$ cat config.mk
export PLATFORM = sky130hd
export DESIGN_NAME = tick_sequencer_flat
export DESIGN_NICKNAME = d
export VERILOG_FILES = /design/src/rtl/tick_if.sv /design/src/rtl/tick_sequencer.sv /design/src/flat_wrapper.sv
export SDC_FILE = /design/constraint.sdc
export NUM_CORES = 1
export LEC_CHECK = 0
export ABC_AREA = 1
export CORE_AREA = 2 2 78 87
export DETAILED_ROUTE_END_ITERATION = 16
export DIE_AREA = 0 0 80 89
export SYNTH_ARGS = -nofsm -noshare
export SYNTH_HDL_FRONTEND = slang
export SYNTH_SLANG_ARGS = --single-unit
$ cat constraint.sdc
create_clock -name clock -period 1.4 [get_ports clock]
set_input_delay 0.14 -clock clock [delete_from_list [all_inputs] [get_ports clock]]
set_output_delay 0.14 -clock clock [all_outputs]
set_load 0.02 [all_outputs]
$ cat src/rtl/tick_if.sv
// Command and status bundle between the front panel and tick_sequencer.
// Commands flow in from the master, and tick/count/status flow back.
interface tick_if;
  logic       start;
  logic       stop;
  logic       step;
  logic       clear;
  logic [1:0] rate_sel;
  logic       wrap;
  logic       tick;
  logic [3:0] count;
  logic       running;
  logic       done;

  modport master (
    output start, stop, step, clear,
    output rate_sel, wrap,
    input  tick, count, running, done
  );

  modport slave (
    input  start, stop, step, clear,
    input  rate_sel, wrap,
    output tick, count, running, done
  );
endinterface

$ cat src/rtl/tick_sequencer.sv
// Run/pause/step controller with a programmable rate divider.
// It drives a 4-bit display count and a one-cycle tick pulse.
module tick_sequencer #(
  parameter int DIV_W    = 27,
  parameter int RATE0    = 0,
  parameter int RATE1    = 24999999,
  parameter int RATE2    = 49999999,
  parameter int RATE3    = 99999999,
  parameter int TERMINAL = 15
) (
  input logic   clock,
  input logic   reset,
  tick_if.slave bus
);

  typedef enum logic [1:0] {
    IDLE,
    RUN,
    PAUSE,
    DONE
  } state_t;

  localparam logic [3:0] TERM = 4'(TERMINAL);

  state_t           state, state_n;
  logic [DIV_W-1:0] div, div_n;
  logic [DIV_W-1:0] rate, rate_n;
  logic [DIV_W-1:0] sel_rate;
  logic [3:0]       cnt, cnt_n, cnt_inc;
  logic             tick, tick_n;
  logic             hit;

  always_comb begin
    unique case (bus.rate_sel)
      2'd0:    sel_rate = DIV_W'(RATE0);
      2'd1:    sel_rate = DIV_W'(RATE1);
      2'd2:    sel_rate = DIV_W'(RATE2);
      default: sel_rate = DIV_W'(RATE3);
    endcase
  end

  assign cnt_inc = cnt + 4'd1;
  assign hit     = !bus.wrap && (cnt_inc == TERM);

  always_ff @(posedge clock or negedge reset) begin
    if (!reset) begin
      state <= IDLE;
      div   <= '0;
      rate  <= DIV_W'(RATE0);
      cnt   <= '0;
      tick  <= 1'b0;
    end else begin
      state <= state_n;
      div   <= div_n;
      rate  <= rate_n;
      cnt   <= cnt_n;
      tick  <= tick_n;
    end
  end

  // stop outranks start/step in every state, even where it has no effect
  always_comb begin
    state_n = state;
    div_n   = div;
    rate_n  = rate;
    cnt_n   = cnt;
    tick_n  = 1'b0;
    if (bus.clear) begin
      state_n = IDLE;
      div_n   = '0;
      cnt_n   = '0;
    end else if (bus.stop) begin
      if (state == RUN)
        state_n = PAUSE;
    end else begin
      unique case (state)
        IDLE, PAUSE: begin
          if (bus.start) begin
            state_n = RUN;
            if (state == IDLE) begin
              rate_n = sel_rate;
              div_n  = '0;
            end
          end else if (bus.step) begin
            cnt_n  = cnt_inc;
            tick_n = 1'b1;
            if (hit)
              state_n = DONE;
          end
        end
        RUN: begin
          if (div == rate) begin
            div_n  = '0;
            rate_n = sel_rate;
            cnt_n  = cnt_inc;
            tick_n = 1'b1;
            if (hit)
              state_n = DONE;
          end else begin
            div_n = div + 1'b1;
          end
        end
        DONE: begin
          if (bus.start) begin
            state_n = RUN;
            cnt_n   = '0;
            div_n   = '0;
            rate_n  = sel_rate;
          end
        end
        default: state_n = IDLE;
      endcase
    end
  end

  assign bus.tick    = tick;
  assign bus.count   = cnt;
  assign bus.running = (state == RUN);
  assign bus.done    = (state == DONE);

endmodule

$ cat src/flat_wrapper.sv
// flat-port wrapper written by rule: the top's interface ports become plain ports
module tick_sequencer_flat 
#(
  parameter int DIV_W    = 27,
  parameter int RATE0    = 0,
  parameter int RATE1    = 24999999,
  parameter int RATE2    = 49999999,
  parameter int RATE3    = 99999999,
  parameter int TERMINAL = 15
)
  (clock, reset, bus_start, bus_stop, bus_step, bus_clear, bus_rate_sel, bus_wrap, bus_tick, bus_count, bus_running, bus_done);
  tick_if bus_i ();
  input logic clock;
  input logic reset;
  input wire logic [$bits(bus_i.start)-1:0] bus_start;
  input wire logic [$bits(bus_i.stop)-1:0] bus_stop;
  input wire logic [$bits(bus_i.step)-1:0] bus_step;
  input wire logic [$bits(bus_i.clear)-1:0] bus_clear;
  input wire logic [$bits(bus_i.rate_sel)-1:0] bus_rate_sel;
  input wire logic [$bits(bus_i.wrap)-1:0] bus_wrap;
  output wire logic [$bits(bus_i.tick)-1:0] bus_tick;
  output wire logic [$bits(bus_i.count)-1:0] bus_count;
  output wire logic [$bits(bus_i.running)-1:0] bus_running;
  output wire logic [$bits(bus_i.done)-1:0] bus_done;
  assign bus_i.start = bus_start;
  assign bus_i.stop = bus_stop;
  assign bus_i.step = bus_step;
  assign bus_i.clear = bus_clear;
  assign bus_i.rate_sel = bus_rate_sel;
  assign bus_i.wrap = bus_wrap;
  assign bus_tick = bus_i.tick;
  assign bus_count = bus_i.count;
  assign bus_running = bus_i.running;
  assign bus_done = bus_i.done;
  tick_sequencer #(.DIV_W(DIV_W), .RATE0(RATE0), .RATE1(RATE1), .RATE2(RATE2), .RATE3(RATE3), .TERMINAL(TERMINAL)) u_core (.clock(clock), .reset(reset), .bus(bus_i));
endmodule
==> out/results.txt <==
The ratio of routed vias to standard cells was 4.96; the number of placement rows was 30. The first-pass GRT wire length was 12700 um; the maximum fanout count along the critical path was 23. STA classifies the critical path endpoint as a flip-flop. The smallest setup slack after layout was -0.249 ns. For the via count of the routed design, the log shows 2806. Counting flops with a built-in enable in the synthesized netlist gives 0. Headroom to the max-slew limit came out at 63.1%. The cell type with the highest occurrence count on the critical path was nand2_1. The cell-internal power was 2.09 mW; the setup slack after placement was -0.531 ns.

The switching share of total power was 32.7%; the highest ir drop seen on vdd was 0.000497 V. The multiplexer fraction of the synthesized cell area came out at 0%. The kind of critical path is reg -> reg. The fraction of final layout cells with drive strength greater than 1 came out at 36.2%.

For the sum of overflow across all layers after global routing, the log shows 0. The die covers 7120 um2. The run gives 42 as the maximum number of pins on one net before global-route repair. The simple-gate share of the synthesized area came out at 38.1%. The run gives 0 as the number of inserted diodes.

Across the whole layout, storage elements account for 1030 um2. The flip-flop and latch count after synthesis is 41. Dividing the final minimum period by the clock period gives 118%.

The DRC marker count from the first detailed-route iteration is 169. The number of endpoints with negative hold slack in the final report is 0. The count of buffer and inverter cells on the critical path is 2, and the final worst hold slack is 0.431 ns.

The fill cell instance count of the final layout came out at 562. When the netlist entered floorplanning its net count stood at 386. The flow ran to the end, but the final reports show violations. Max-capacitance violation count: 0. The run gives 0.846 as the final weighted congestion of routability-driven global placement.

Clock latency on the worst-skew pair, taken at its later pin, is 0.30 ns. At the worst endpoint, the required time is 1.59 ns. Wires add up to 7450 um. The tools report the switching power as 1.02 mW. The initial antenna violation count is 0, and the first-pass iteration count of the detailed router is 4. Summed over all cells, the static leakage comes to 1.93 nW. By area, the combinational part of the netlist is dominated by simple AND/OR/NAND/NOR gates. By area the synthesized netlist is led by dfrtp_1, nand2_1, nor2_1.

For this configuration, the core starts out at a cell density of 43.7%. At the pin with the least slew margin, the transition time is 0.554 ns. The via count of the first global-routing pass is 2845, and the setup slack of the most critical reg-to-reg path is -0.25 ns. The number of buffer cells added on primary ports came out at 15. The routed wirelength normalized by instance count works out to 13.2 um. The slowest stage of the critical path is the dfrtp_2 cell. After the last flow step, the layout net total stands at 502. Of the total power, the clock network draws 26.3%. The parity-gate share of the synthesized area counting xor and xnor cells is 6.19%, and the power share of the sequential group is 44.4%. After Yosys synthesis, full adders, half adders and majority gates account for 3.26% of the synthesized area. The number of ports placed on the die boundary was 16; the area growth from synthesis to final layout was 47.1%. The die span in y is 89 um, and the count of antenna-violating nets left after detailed routing is 0. The most used flip-flop cell after synthesis is dfrtp_1. Family of cells with the greatest summed delay on the critical path: simple AND/OR/NAND/NOR gates. STA classifies the critical path startpoint as a flip-flop.

Of the total power, combinational logic draws 29.3%. For this run, the slowest stage of the critical path takes 0.44 ns. The warning count from the yosys run was 0; the share of synthesized flip-flops with an asynchronous set or reset was 100%.

The detailed placement HPWL was 5630 um; the total clock sinks was 41. Synthesis instantiated 30 different standard cells from the library. TritonCTS built the clock tree. Setup violations remaining at the end of the flow were counted as 41.

The deepest clock path buffer count was 2; the synthesized-area fraction occupied by ao, oa, aoi and oai cells was 5.59%. The top cell type by area accounts for 38.2% of the synthesized area. For the total core area, the log shows 6160 um2. The worst min-delay path class was in -> async. The tools report the aggregate global-route resource usage as 23.0%. The biggest area contributor in the post-synthesis netlist is dfrtp_1. After clock tree synthesis, the clock-pin slew on the worst setup and hold paths is 0.08 ns.

Summing all multi-input logic gate instances after layout gives 1650 um2. Setup repair after global routing could not meet its margin everywhere. STA puts the critical path data arrival time at 1.84 ns. The share of the Yosys chip area taken by registers is 38.2%. The tools report the root buffer cell as clkbuf_8. Average footprint of a synthesized cell: 7.26 um2. The H-tree was split into 2 levels. The die is 80 um wide.

The signal on the critical path passes through buf_4 -> nor3_2 -> nand2_1 -> nand2_1 -> nand2_2 -> nor2_4 -> nand2_4 -> a21oi_4 -> buf_12 -> nor2_1. Based on the critical path, the design can be clocked at up to 606 MHz. In the synthesized netlist, the number of instances is 370. The number of clock buffers added by TritonCTS is 5.

Power spread over the standard cell area amounts to 786 nW/um2. The run gives 0.00660 ns as the clock tree skew after final layout. In this run the cell area of the synthesized design comes to 2690 um2. Counting I/O delays and the setup requirement, the final critical path takes 1.65 ns. The max-slew violation count is 0.

For the count of unresolved DRC violations after routing, the log shows 0. The final reports fail on setup timing.
## power groups by stage
stage                     clock network [mW]  logic, mW  registers (mW)
after CTS                              0.829      0.836            1.37
after floorplan                            0      0.433            1.39
final                                  0.818      0.909            1.38
after detailed placement                   0      0.786            1.39
after global placement                     0      0.770            1.39
after global routing                   0.875       1.01            1.39
## per-stage QoR
step	area [um2]	power (mW)	util, %	std cells	setup TNS, ns
floorplan	2740	1.82	-	370	-1.67
global placement	3580	2.16	58.2	547	-13.99
detailed placement	3580	2.18	58.2	547	-15.37
CTS	3830	3.04	62.2	561	-7.63
global route	3950	3.27	64.2	566	-12.99
finish	3950	3.11	64.2	566	-7.89
## path summary, 6_finish.rpt
kind                                  from              end  cells past startpoint
max                          u_core.div[0]   u_core.div[22]                     10
min                                  reset   u_core.div[22]                      3
max reg2reg                  u_core.div[0]   u_core.div[22]                     10
min reg2reg                u_core.rate[11]  u_core.rate[11]                      2
max in group asynchronous            reset  u_core.rate[23]                      3
min in group clock                bus_step  u_core.bus.tick                      3
## cell usage after synthesis (4+ instances only)
cell type and number:
nand2_1 98, nor2_1 54, inv_1 43, dfrtp_1 41, nand3_1 29, o21ai_0 13, xor2_1 13, nor3_1 12
nand4_1 11, ha_1 7, a21oi_1 6, xnor2_1 6, nor2_2 5, o21ai_1 5, nand2_2 4
## worst register-to-register path, cell delays in order, from the launching register on
cell and delay, ns:
dfrtp_2 0.44, buf_4 0.14, nor3_2 0.09, nand2_1 0.07
nand2_1 0.07, nand2_2 0.08, nor2_4 0.12, nand2_4 0.11
a21oi_4 0.16, buf_12 0.18, nor2_1 0.08
## final cells by class
type | instances | share of cell area (%)
multi-input combinational | 279 | 41.7
sequential | 41 | 26.1
timing repair buffer | 115 | 23.2
tap | 80 | 2.53
clock buffer | 7 | 2.18
inverter | 44 | 4.24
## cell families (layout without fill, tap and decap cells)
group                    Yosys count  after routing
XOR/XNOR                          19             19
flip-flops                        41             41
AND/OR/NAND/NOR                  226            226
adder cells (fa/ha/maj)            7              7
AO/OA/AOI/OAI                     27             27
buffers and inverters             50            166
## registers in the layout, indices dropped and copies added, names as in the netlist
name / flops
u_core.bus.count: 4
u_core.bus.tick: 1
u_core.div: 27
u_core.rate: 7
u_core.state: 2
## per-layer routing
metal	GRT usage, %	share of wire (%)	vias up
met4	9.09	2.5	0
li1	-	-	1406
met1	25.7	41	1329
met2	42.7	53	55
met3	4.65	3.5	16
met5	0	0	-
## placed cells by master, fill, tap and decap left out, types with 2 or more instances in the layout
cell type / netlist / final
buf_4: 0 / 95
nand2_1: 98 / 83
nor2_1: 54 / 50
inv_1: 43 / 39
dfrtp_1: 41 / 35
nand3_1: 29 / 22
nand2_2: 4 / 14
xor2_1: 13 / 13
o21ai_1: 5 / 11
nand4_1: 11 / 11
nor3_1: 12 / 8
nand2_4: 3 / 7
clkdlybuf4s50_1: 0 / 7
nor2_4: 2 / 6
nand3_2: 2 / 6
ha_1: 7 / 6
clkbuf_8: 1 / 6
dfrtp_2: 0 / 6
nor2_2: 5 / 5
o21ai_0: 13 / 5
inv_2: 1 / 4
nor3_2: 0 / 4
xnor2_1: 6 / 4
dlygate4sd2_1: 0 / 4
buf_6: 3 / 4
a21oi_2: 0 / 3
nand3_4: 0 / 3
a21oi_1: 6 / 3
xnor2_2: 0 / 2
nand3b_1: 2 / 2
nor4_1: 2 / 2
o21ai_2: 0 / 2
buf_2: 1 / 2
## what timing repair did
action | 4_1_cts | 5_1_grt
buffers inserted | 7 | 5
resized for setup | 48 | 30
hold buffers | 1 | 0
pin swaps | 10 | 5
endpoints found under the setup margin | 47 | 44
hold endpoints to repair | 41 | 0
Note: power is estimated with default switching activity, not from simulation.
